## config.mk

```make
export PLATFORM = sky130hd
export DESIGN_NAME = serial_sub4
export DESIGN_NICKNAME = d
export VERILOG_FILES = /design/src/rtl/serial_sub4.sv
export SDC_FILE = /design/constraint.sdc
export NUM_CORES = 1
export LEC_CHECK = 0
export ABC_AREA = 1
export CAP_MARGIN = 10
export CORE_MARGIN = 2
export CORE_UTILIZATION = 52
export CTS_CLUSTER_DIAMETER = 50
export CTS_CLUSTER_SIZE = 28
export DETAILED_ROUTE_END_ITERATION = 6
export GPL_TIMING_DRIVEN = 0
export PLACE_DENSITY_LB_ADDON = 0.3
export REMOVE_ABC_BUFFERS = 1
export SETUP_SLACK_MARGIN = 0.15
export SLEW_MARGIN = 10
export SYNTH_ARGS = -nofsm -noshare
export SYNTH_HDL_FRONTEND = slang
export SYNTH_SLANG_ARGS = --single-unit
export TNS_END_PERCENT = 1
```

## constraint.sdc

```tcl
create_clock -name clk -period 1.5 [get_ports clk]
set_input_delay 0.45 -clock clk [delete_from_list [all_inputs] [get_ports clk]]
set_output_delay 0.45 -clock clk [all_outputs]
set_load 0.01 [all_outputs]
```

## src/rtl/serial_sub4.sv

```systemverilog
// serial_sub4: bit-serial unsigned subtractor, d = a - b (mod 2^WIDTH).
// Uses one full-subtractor cell and a borrow flop; LSB first, one bit per clock.
// Ports:
//   clk    - rising-edge clock
//   rst_n  - asynchronous active-low reset
//   start  - request; accepted only in IDLE
//   a, b   - minuend / subtrahend, sampled with an accepted start
//   busy   - high while bits are being processed
//   done   - one-cycle pulse when d/bout are updated
//   d      - difference, updated only at the end of an operation
//   bout   - final borrow, 1 when a < b (unsigned)
module serial_sub4 #(
    parameter int unsigned WIDTH = 4
) (
    input  logic             clk,
    input  logic             rst_n,
    input  logic             start,
    input  logic [WIDTH-1:0] a,
    input  logic [WIDTH-1:0] b,
    output logic             busy,
    output logic             done,
    output logic [WIDTH-1:0] d,
    output logic             bout
);

    localparam int unsigned CW = $clog2(WIDTH);
    localparam int unsigned RW = WIDTH - 1;
    localparam logic [CW-1:0] LAST = CW'(WIDTH - 1);

    typedef enum logic [1:0] {
        S_IDLE = 2'd0,
        S_RUN  = 2'd1,
        S_DONE = 2'd2
    } state_e;

    state_e           state_q, state_d;
    logic [WIDTH-1:0] a_q, a_d;
    logic [WIDTH-1:0] b_q, b_d;
    // Holds the WIDTH-1 low result bits; the last bit goes straight into d.
    logic [RW-1:0]    res_q, res_d;
    logic             br_q, br_d;
    logic [CW-1:0]    cnt_q, cnt_d;
    logic [WIDTH-1:0] d_q, d_d;
    logic             bout_q, bout_d;
    logic             busy_q, busy_d;
    logic             done_q, done_d;

    logic             diff_c;
    logic             br_nx_c;

    // Full-subtractor cell on the current LSBs
    always_comb begin
        diff_c  = a_q[0] ^ b_q[0] ^ br_q;
        br_nx_c = (~a_q[0] & b_q[0]) | (~(a_q[0] ^ b_q[0]) & br_q);
    end

    // Next-state and datapath control
    always_comb begin
        state_d = state_q;
        a_d     = a_q;
        b_d     = b_q;
        res_d   = res_q;
        br_d    = br_q;
        cnt_d   = cnt_q;
        d_d     = d_q;
        bout_d  = bout_q;
        busy_d  = busy_q;
        done_d  = 1'b0;

        unique case (state_q)
            S_IDLE: begin
                if (start) begin
                    a_d     = a;
                    b_d     = b;
                    br_d    = 1'b0;
                    cnt_d   = '0;
                    busy_d  = 1'b1;
                    state_d = S_RUN;
                end
            end
            S_RUN: begin
                a_d   = a_q >> 1;
                b_d   = b_q >> 1;
                // New diff bit enters at the MSB of the result register
                res_d = (res_q >> 1) | (RW'(diff_c) << (RW - 1));
                br_d  = br_nx_c;
                cnt_d = cnt_q + CW'(1);
                if (cnt_q == LAST) begin
                    d_d     = {diff_c, res_q};
                    bout_d  = br_nx_c;
                    busy_d  = 1'b0;
                    done_d  = 1'b1;
                    state_d = S_DONE;
                end
            end
            S_DONE: begin
                state_d = S_IDLE;
            end
            default: begin
                busy_d  = 1'b0;
                state_d = S_IDLE;
            end
        endcase
    end

    // State and datapath registers
    always_ff @(posedge clk or negedge rst_n) begin
        if (!rst_n) begin
            state_q <= S_IDLE;
            a_q     <= '0;
            b_q     <= '0;
            res_q   <= '0;
            br_q    <= 1'b0;
            cnt_q   <= '0;
            d_q     <= '0;
            bout_q  <= 1'b0;
            busy_q  <= 1'b0;
            done_q  <= 1'b0;
        end else begin
            state_q <= state_d;
            a_q     <= a_d;
            b_q     <= b_d;
            res_q   <= res_d;
            br_q    <= br_d;
            cnt_q   <= cnt_d;
            d_q     <= d_d;
            bout_q  <= bout_d;
            busy_q  <= busy_d;
            done_q  <= done_d;
        end
    end

    assign busy = busy_q;
    assign done = done_q;
    assign d    = d_q;
    assign bout = bout_q;

endmodule
```

# Word-level counts from Yosys, hierarchy flattened
# Index checks and enable logic that the tools add are counted.
dict set report word_totals {
  memories 0
  elab_cells 47
  register_bits 23
  romBits 0
  latch_bits 0
  mem_bits_rw 0
  input_bits 11
}
dict set report classes {
  reduce_logical 6
  muxes 16
  add_sub_neg 1
  n_eq_ne 5
  n_lt_le_gt_ge 0
  shifts 0
  mul 0
  div_mod_pow 0
  bitwise 9
}
# operator n
set op_table {}
lappend op_table {{case mux 4 bit (2 select lines)} 2}
lappend op_table {{2-to-1 mux 4 bit} 2}
lappend op_table {{case mux 2 bit (2 select lines)} 2}
lappend op_table {{2-to-1 mux 2 bit} 3}
lappend op_table {{AND reduction 2 bit} 3}
lappend op_table {{2-to-1 mux 1 bit} 5}
lappend op_table {{== test 2 bit, second input constant} 2}
lappend op_table {{!= test 2 bit, second input constant} 2}
lappend op_table {{NOT 1 bit} 3}
lappend op_table {{OR 2 x 3 -> 3 bit} 1}
lappend op_table {{case mux 1 bit (3 select lines)} 1}
lappend op_table {{AND reduction 3 bit} 1}
lappend op_table {{adder 2 x 1 -> 2 bit, second input constant} 1}
lappend op_table {{bitwise AND 1 bit} 2}
lappend op_table {{== test 2 x 1 -> 1 bit, second input constant} 1}
lappend op_table {{zero test 2 bit} 1}
lappend op_table {{case mux 1 bit (2 select lines)} 1}
lappend op_table {{nonzero test 2 bit} 1}
lappend op_table {{XOR 1 bit} 2}
lappend op_table {{OR 1 bit} 1}

# Longest topological paths before layout
dict set report logic_depth {
  word_depth 5
  ltp_mapped 7
  depth_no_buf 6
}

# Worst setup path after synthesis
# No wires, ideal clock.
dict set report synth_timing {
  path_kind {register -> register}
  startpoint {reg a_q[0]}
  endpoint {reg res_q[2]}
  setup_time_ps 83
  path_slack_ps 336
  stages_incl_launch_ff 4
  period_less_slack_ps 1164
  t_arrival_ps 1081
  path_cell_list {dfrtp_1 fa_1 inv_1 o21ai_0}
}
dict set report synth_via {
  elab_chain_cells 3
}
# item line
set synth_lines {}
lappend synth_lines {{from (decl)} 37} ;# logic [WIDTH-1:0] a_q, a_d;
lappend synth_lines {{from (signal assigned)} 110} ;# a_q <= '0;
lappend synth_lines {{from (signal assigned)} 121} ;# a_q <= a_d;
lappend synth_lines {{XOR 1 bit (2 in a row)} 53} ;# diff_c = a_q[0] ^ b_q[0] ^ br_q;
lappend synth_lines {{via diff_c} 48} ;# logic diff_c;
lappend synth_lines {{OR 2 x 3 -> 3 bit} 85} ;# res_d = (res_q >> 1) | (RW'(diff_c) << (RW - 1));
lappend synth_lines {{to (signal assigned)} 123} ;# res_q <= res_d;
lappend synth_lines {{to (decl)} 40} ;# logic [RW-1:0] res_q, res_d;
# The timed path passes the listed nets, and every way through them passes these cells.
# A chain may end at the register's enable or synchronous reset.

# Worst setup path in the final report
dict set report layout_timing {
  startpoint {reg busy_q (netlist: busy)}
  endpoint {out busy}
}
# item line
set layout_lines {}
lappend layout_lines {{from (decl)} 45} ;# logic busy_q, busy_d;
lappend layout_lines {{from (signal assigned)} 128} ;# busy_q <= busy_d;
lappend layout_lines {{to (decl)} 20} ;# output logic busy,
# No word-level cell between the ends.

==> impl_results.md <==
- Minimum clock period: 1.315 ns
- Diodes inserted: 0
- Global Route Usage Sum: 18.16%
- Worst Max-Slew Pin Slew: 0.9909 ns
- Leakage Power: 0.6886 nW
- Routed via count: 817
- Biggest fanout along the worst timing path: 2
- Adder-cell share of the synthesized area: 2.857%
- XOR/XNOR share of the synthesized area: 0%
- Worst-case clock skew: 0.004701 ns
- Mean number of vias per cell: 4.892
- Maximum number of pins on one net before global-route repair: 24
- Root Buffer: sky130_fd_sc_hd__clkbuf_4
- Worst Path Arrival: 0.86 ns
- Compound-gate portion of the synthesized area: 7.363%
- Critical R2R Launch: a_q[0]
- Die extent in y: 50.80 um
- Number of global-route vias before repair: 775
- Maximum single-stage delay on the critical path: 0.41 ns
- Ratio of final minimum period to clock period: 87.66%
- Post-detailed-route count of antenna-violating nets: 0
- Number of input and output port buffers inserted: 17
- Worst slew margin relative to its limit: 33.83%
- Area fraction in and, or, nand and nor cells after synthesis: 26.59%
- Number of buffers added to fix hold violations after cts: 0
- Gate family responsible for the most delay along the worst path: flip-flops
- Highest-count cells in the layout ignoring fill and taps: sky130_fd_sc_hd__nand2_1 (22), sky130_fd_sc_hd__dfrtp_1 (22), sky130_fd_sc_hd__nand3_1 (20)
- Fill cell total of the finished layout: 171
- Cell Area, Placed: 1282 um^2
- Worst voltage drop across the vdd grid: 0.001273 V
- Clock transition at the register clock pins on the worst setup and hold paths after CTS: 0.13 ns
- Sequential cell area fraction in the yosys report: 50.55%
- Post-synthesis instance total: 120
- Die span in x: 50.80 um
- Timing-limited maximum frequency: 760.6 MHz
- R2R depth: 3
- Combinational family with the most area after synthesis: simple AND/OR/NAND/NOR gates
- Endpoint of the worst register-to-register path: res_q[2]
- Mux contribution to synthesized area: 0%
- Area taken by multi-input logic gates: 419.2 um^2
- Area of the core: 2022 um^2
- Number of synthesis warnings: 0
- Total power per unit cell area: 2066 nW/um^2
- Wire length of the first global-routing pass: 3.470 mm
- Maximum clock insertion buffer count: 2
- Worst path buffer plus inverter count: 1
- Combined flip-flop and latch cell area: 576.8 um^2
- Antenna violations before repair: 0
- Cells traversed along the worst timing path: buf_2
- Total wire length after detailed routing: 1.989 mm
- Slew Viols, Final: 0
- 1st-iter DRT viols: 22
- Standard-cell row count: 16
- Library cell with the largest summed area after synthesis: sky130_fd_sc_hd__dfrtp_1
- Initial Util: 56.31%
- Origin of the worst setup path: busy
- Main area contributors after synthesis: sky130_fd_sc_hd__dfrtp_1 (51%), sky130_fd_sc_hd__nand3_1 (8.8%), sky130_fd_sc_hd__nand2_1 (7.3%), sky130_fd_sc_hd__inv_1 (6.3%), sky130_fd_sc_hd__o21ai_2 (4.6%)
- Clock sinks: 23
- Hold violation total from the final report: 0
- Insertion delay to the later sink of the worst-skew pair: 0.32 ns
- Placed cell count: 159
- Worst path slowest cell: sky130_fd_sc_hd__dfrtp_1
- Die area: 2580 um^2
- CP startpoint kind: flop
- HPWL after detailed placement: 1.329 mm
- DRC violation count after routing: 0
- Fraction of post-synthesis cell area in the top cell type by area: 50.55%
- Unrepaired setup endpoints after global routing: yes
- Average instance area after synthesis: 9.488 um^2
- Fraction of layout cells with a size suffix above 1: 25.71%
- Post-Route Hold Slack: 0.2724 ns
- RePlAce Congestion: 0.7642
- Post-layout instance count excluding filler cells: 167
- Number of flip-flops and latches in the synthesized netlist: 23
- Run status: finished clean
- Worst Path Required: 1.05 ns
- TritonCTS Buffers: 3
- First-pass iteration count of the detailed router: 4
- Boundary pin count: 18
- Element type at the critical path end: primary output
- Layout area overhead: 15.17%
- Gr ovfl total: 0
- Average wire length per cell after detail routing: 11.91 um
- Synth unique cells: 20
- Setup slack, reg-to-reg: 0.23 ns
- # Max-Cap Violations: 0
- Clock tree from TritonCTS: yes
- Startpoint-to-endpoint class of the critical path: reg2out
- Area of the mapped netlist: 1139 um^2
- Hold Crit Class: in2async
- Design area: 1311 um^2
- Net count, final: 154
- Number of levels the H-tree was split into: 1
- Final setup vio count: 0
cell usage after synthesis:
cell and number:
sky130_fd_sc_hd__o21ai_2 6, sky130_fd_sc_hd__buf_6 4, sky130_fd_sc_hd__o21ai_1 3, sky130_fd_sc_hd__ha_1 1, sky130_fd_sc_hd__nand3_1 20, sky130_fd_sc_hd__nand2_2 5, sky130_fd_sc_hd__buf_8 1, sky130_fd_sc_hd__o21ai_0 1
sky130_fd_sc_hd__nor2_4 2, sky130_fd_sc_hd__nand2_8 1, sky130_fd_sc_hd__o22ai_1 1, sky130_fd_sc_hd__nor2_2 2, sky130_fd_sc_hd__fa_1 1, sky130_fd_sc_hd__nand2_4 2, sky130_fd_sc_hd__a21oi_1 1, sky130_fd_sc_hd__inv_1 19
sky130_fd_sc_hd__nand2_1 22, sky130_fd_sc_hd__dfrtp_1 23, sky130_fd_sc_hd__nor2_1 3, sky130_fd_sc_hd__inv_4 2
registers in the layout (all words and copies together) (netlist names):
| register | flops |
|---|---|
| d | 4 |
| done | 1 |
| a_q | 4 |
| cnt_q | 2 |
| b_q | 4 |
| state_q | 2 |
| busy | 1 |
| res_q | 3 |
| bout | 1 |
| br_q | 1 |
how the worst max path moves through the flow:
stage / cells past startpoint / endpoint / slack, ns
3_3_place_gp: 1 / a_q[3] / -0.21
4_1_cts: 1 / d[0] / 0.09
2_1_floorplan: 5 / bout / 0.30
5_1_grt: 1 / d[2] / 0.14
3_5_place_dp: 1 / a_q[3] / -0.21
6_report: 1 / busy / 0.19
layer usage:
layer  track usage, %  vias to the layer above  routed length [um]
li1                 -                      413                   -
met1            25.34                      387                 916
met2            28.07                       14                 975
met3            4.464                        3                  74
met4            5.405                        0                  23
met5                0                        -                   0
where the power goes:
| part | total (W) | switching, W | leakage (nW) | internal (W) |
|---|---|---|---|---|
| clock network | 0.000297 | 0.000195 | 0.0139 | 0.000102 |
| registers | 0.00113 | 0.000225 | 0.286 | 0.000906 |
| logic | 0.00128 | 0.000751 | 0.389 | 0.000530 |
stage by stage:
step,setup WS (ns),setup TNS (ns),power (W),utilization (%)
CTS,0.08535,0,0.002764,66.21
detailed placement,-0.2067,-4.733,0.002429,63.43
global route,0.1388,0,0.002967,64.85
global placement,-0.2056,-4.715,0.002366,63.43
finish,0.1852,0,0.002709,64.85
floorplan,0.3008,0,0.002012,-
area by class of cell:
type	instances	area share (%)
Clock inverter	1	0.5725
Tap cell	27	2.576
Sequential cell	23	43.99
Multi-Input combinational cell	71	31.97
Inverter	21	6.393
Timing Repair Buffer	21	12.79
Clock buffer	3	1.718
repair_timing:
item / 4_1_cts / 5_1_grt
pin swaps: 0 / 0
setup endpoints to repair: 12 / 45
gates resized for setup: 17 / 10
setup buffers: 4 / 0
cell families after synthesis:
family                     after synthesis
buffers and inverters                   26
and+or+nand+nor                         57
DFF                                     23
adders and majority gates                2
AOI/OAI and AO/OA                       12
(Power assumes the default switching activity.)
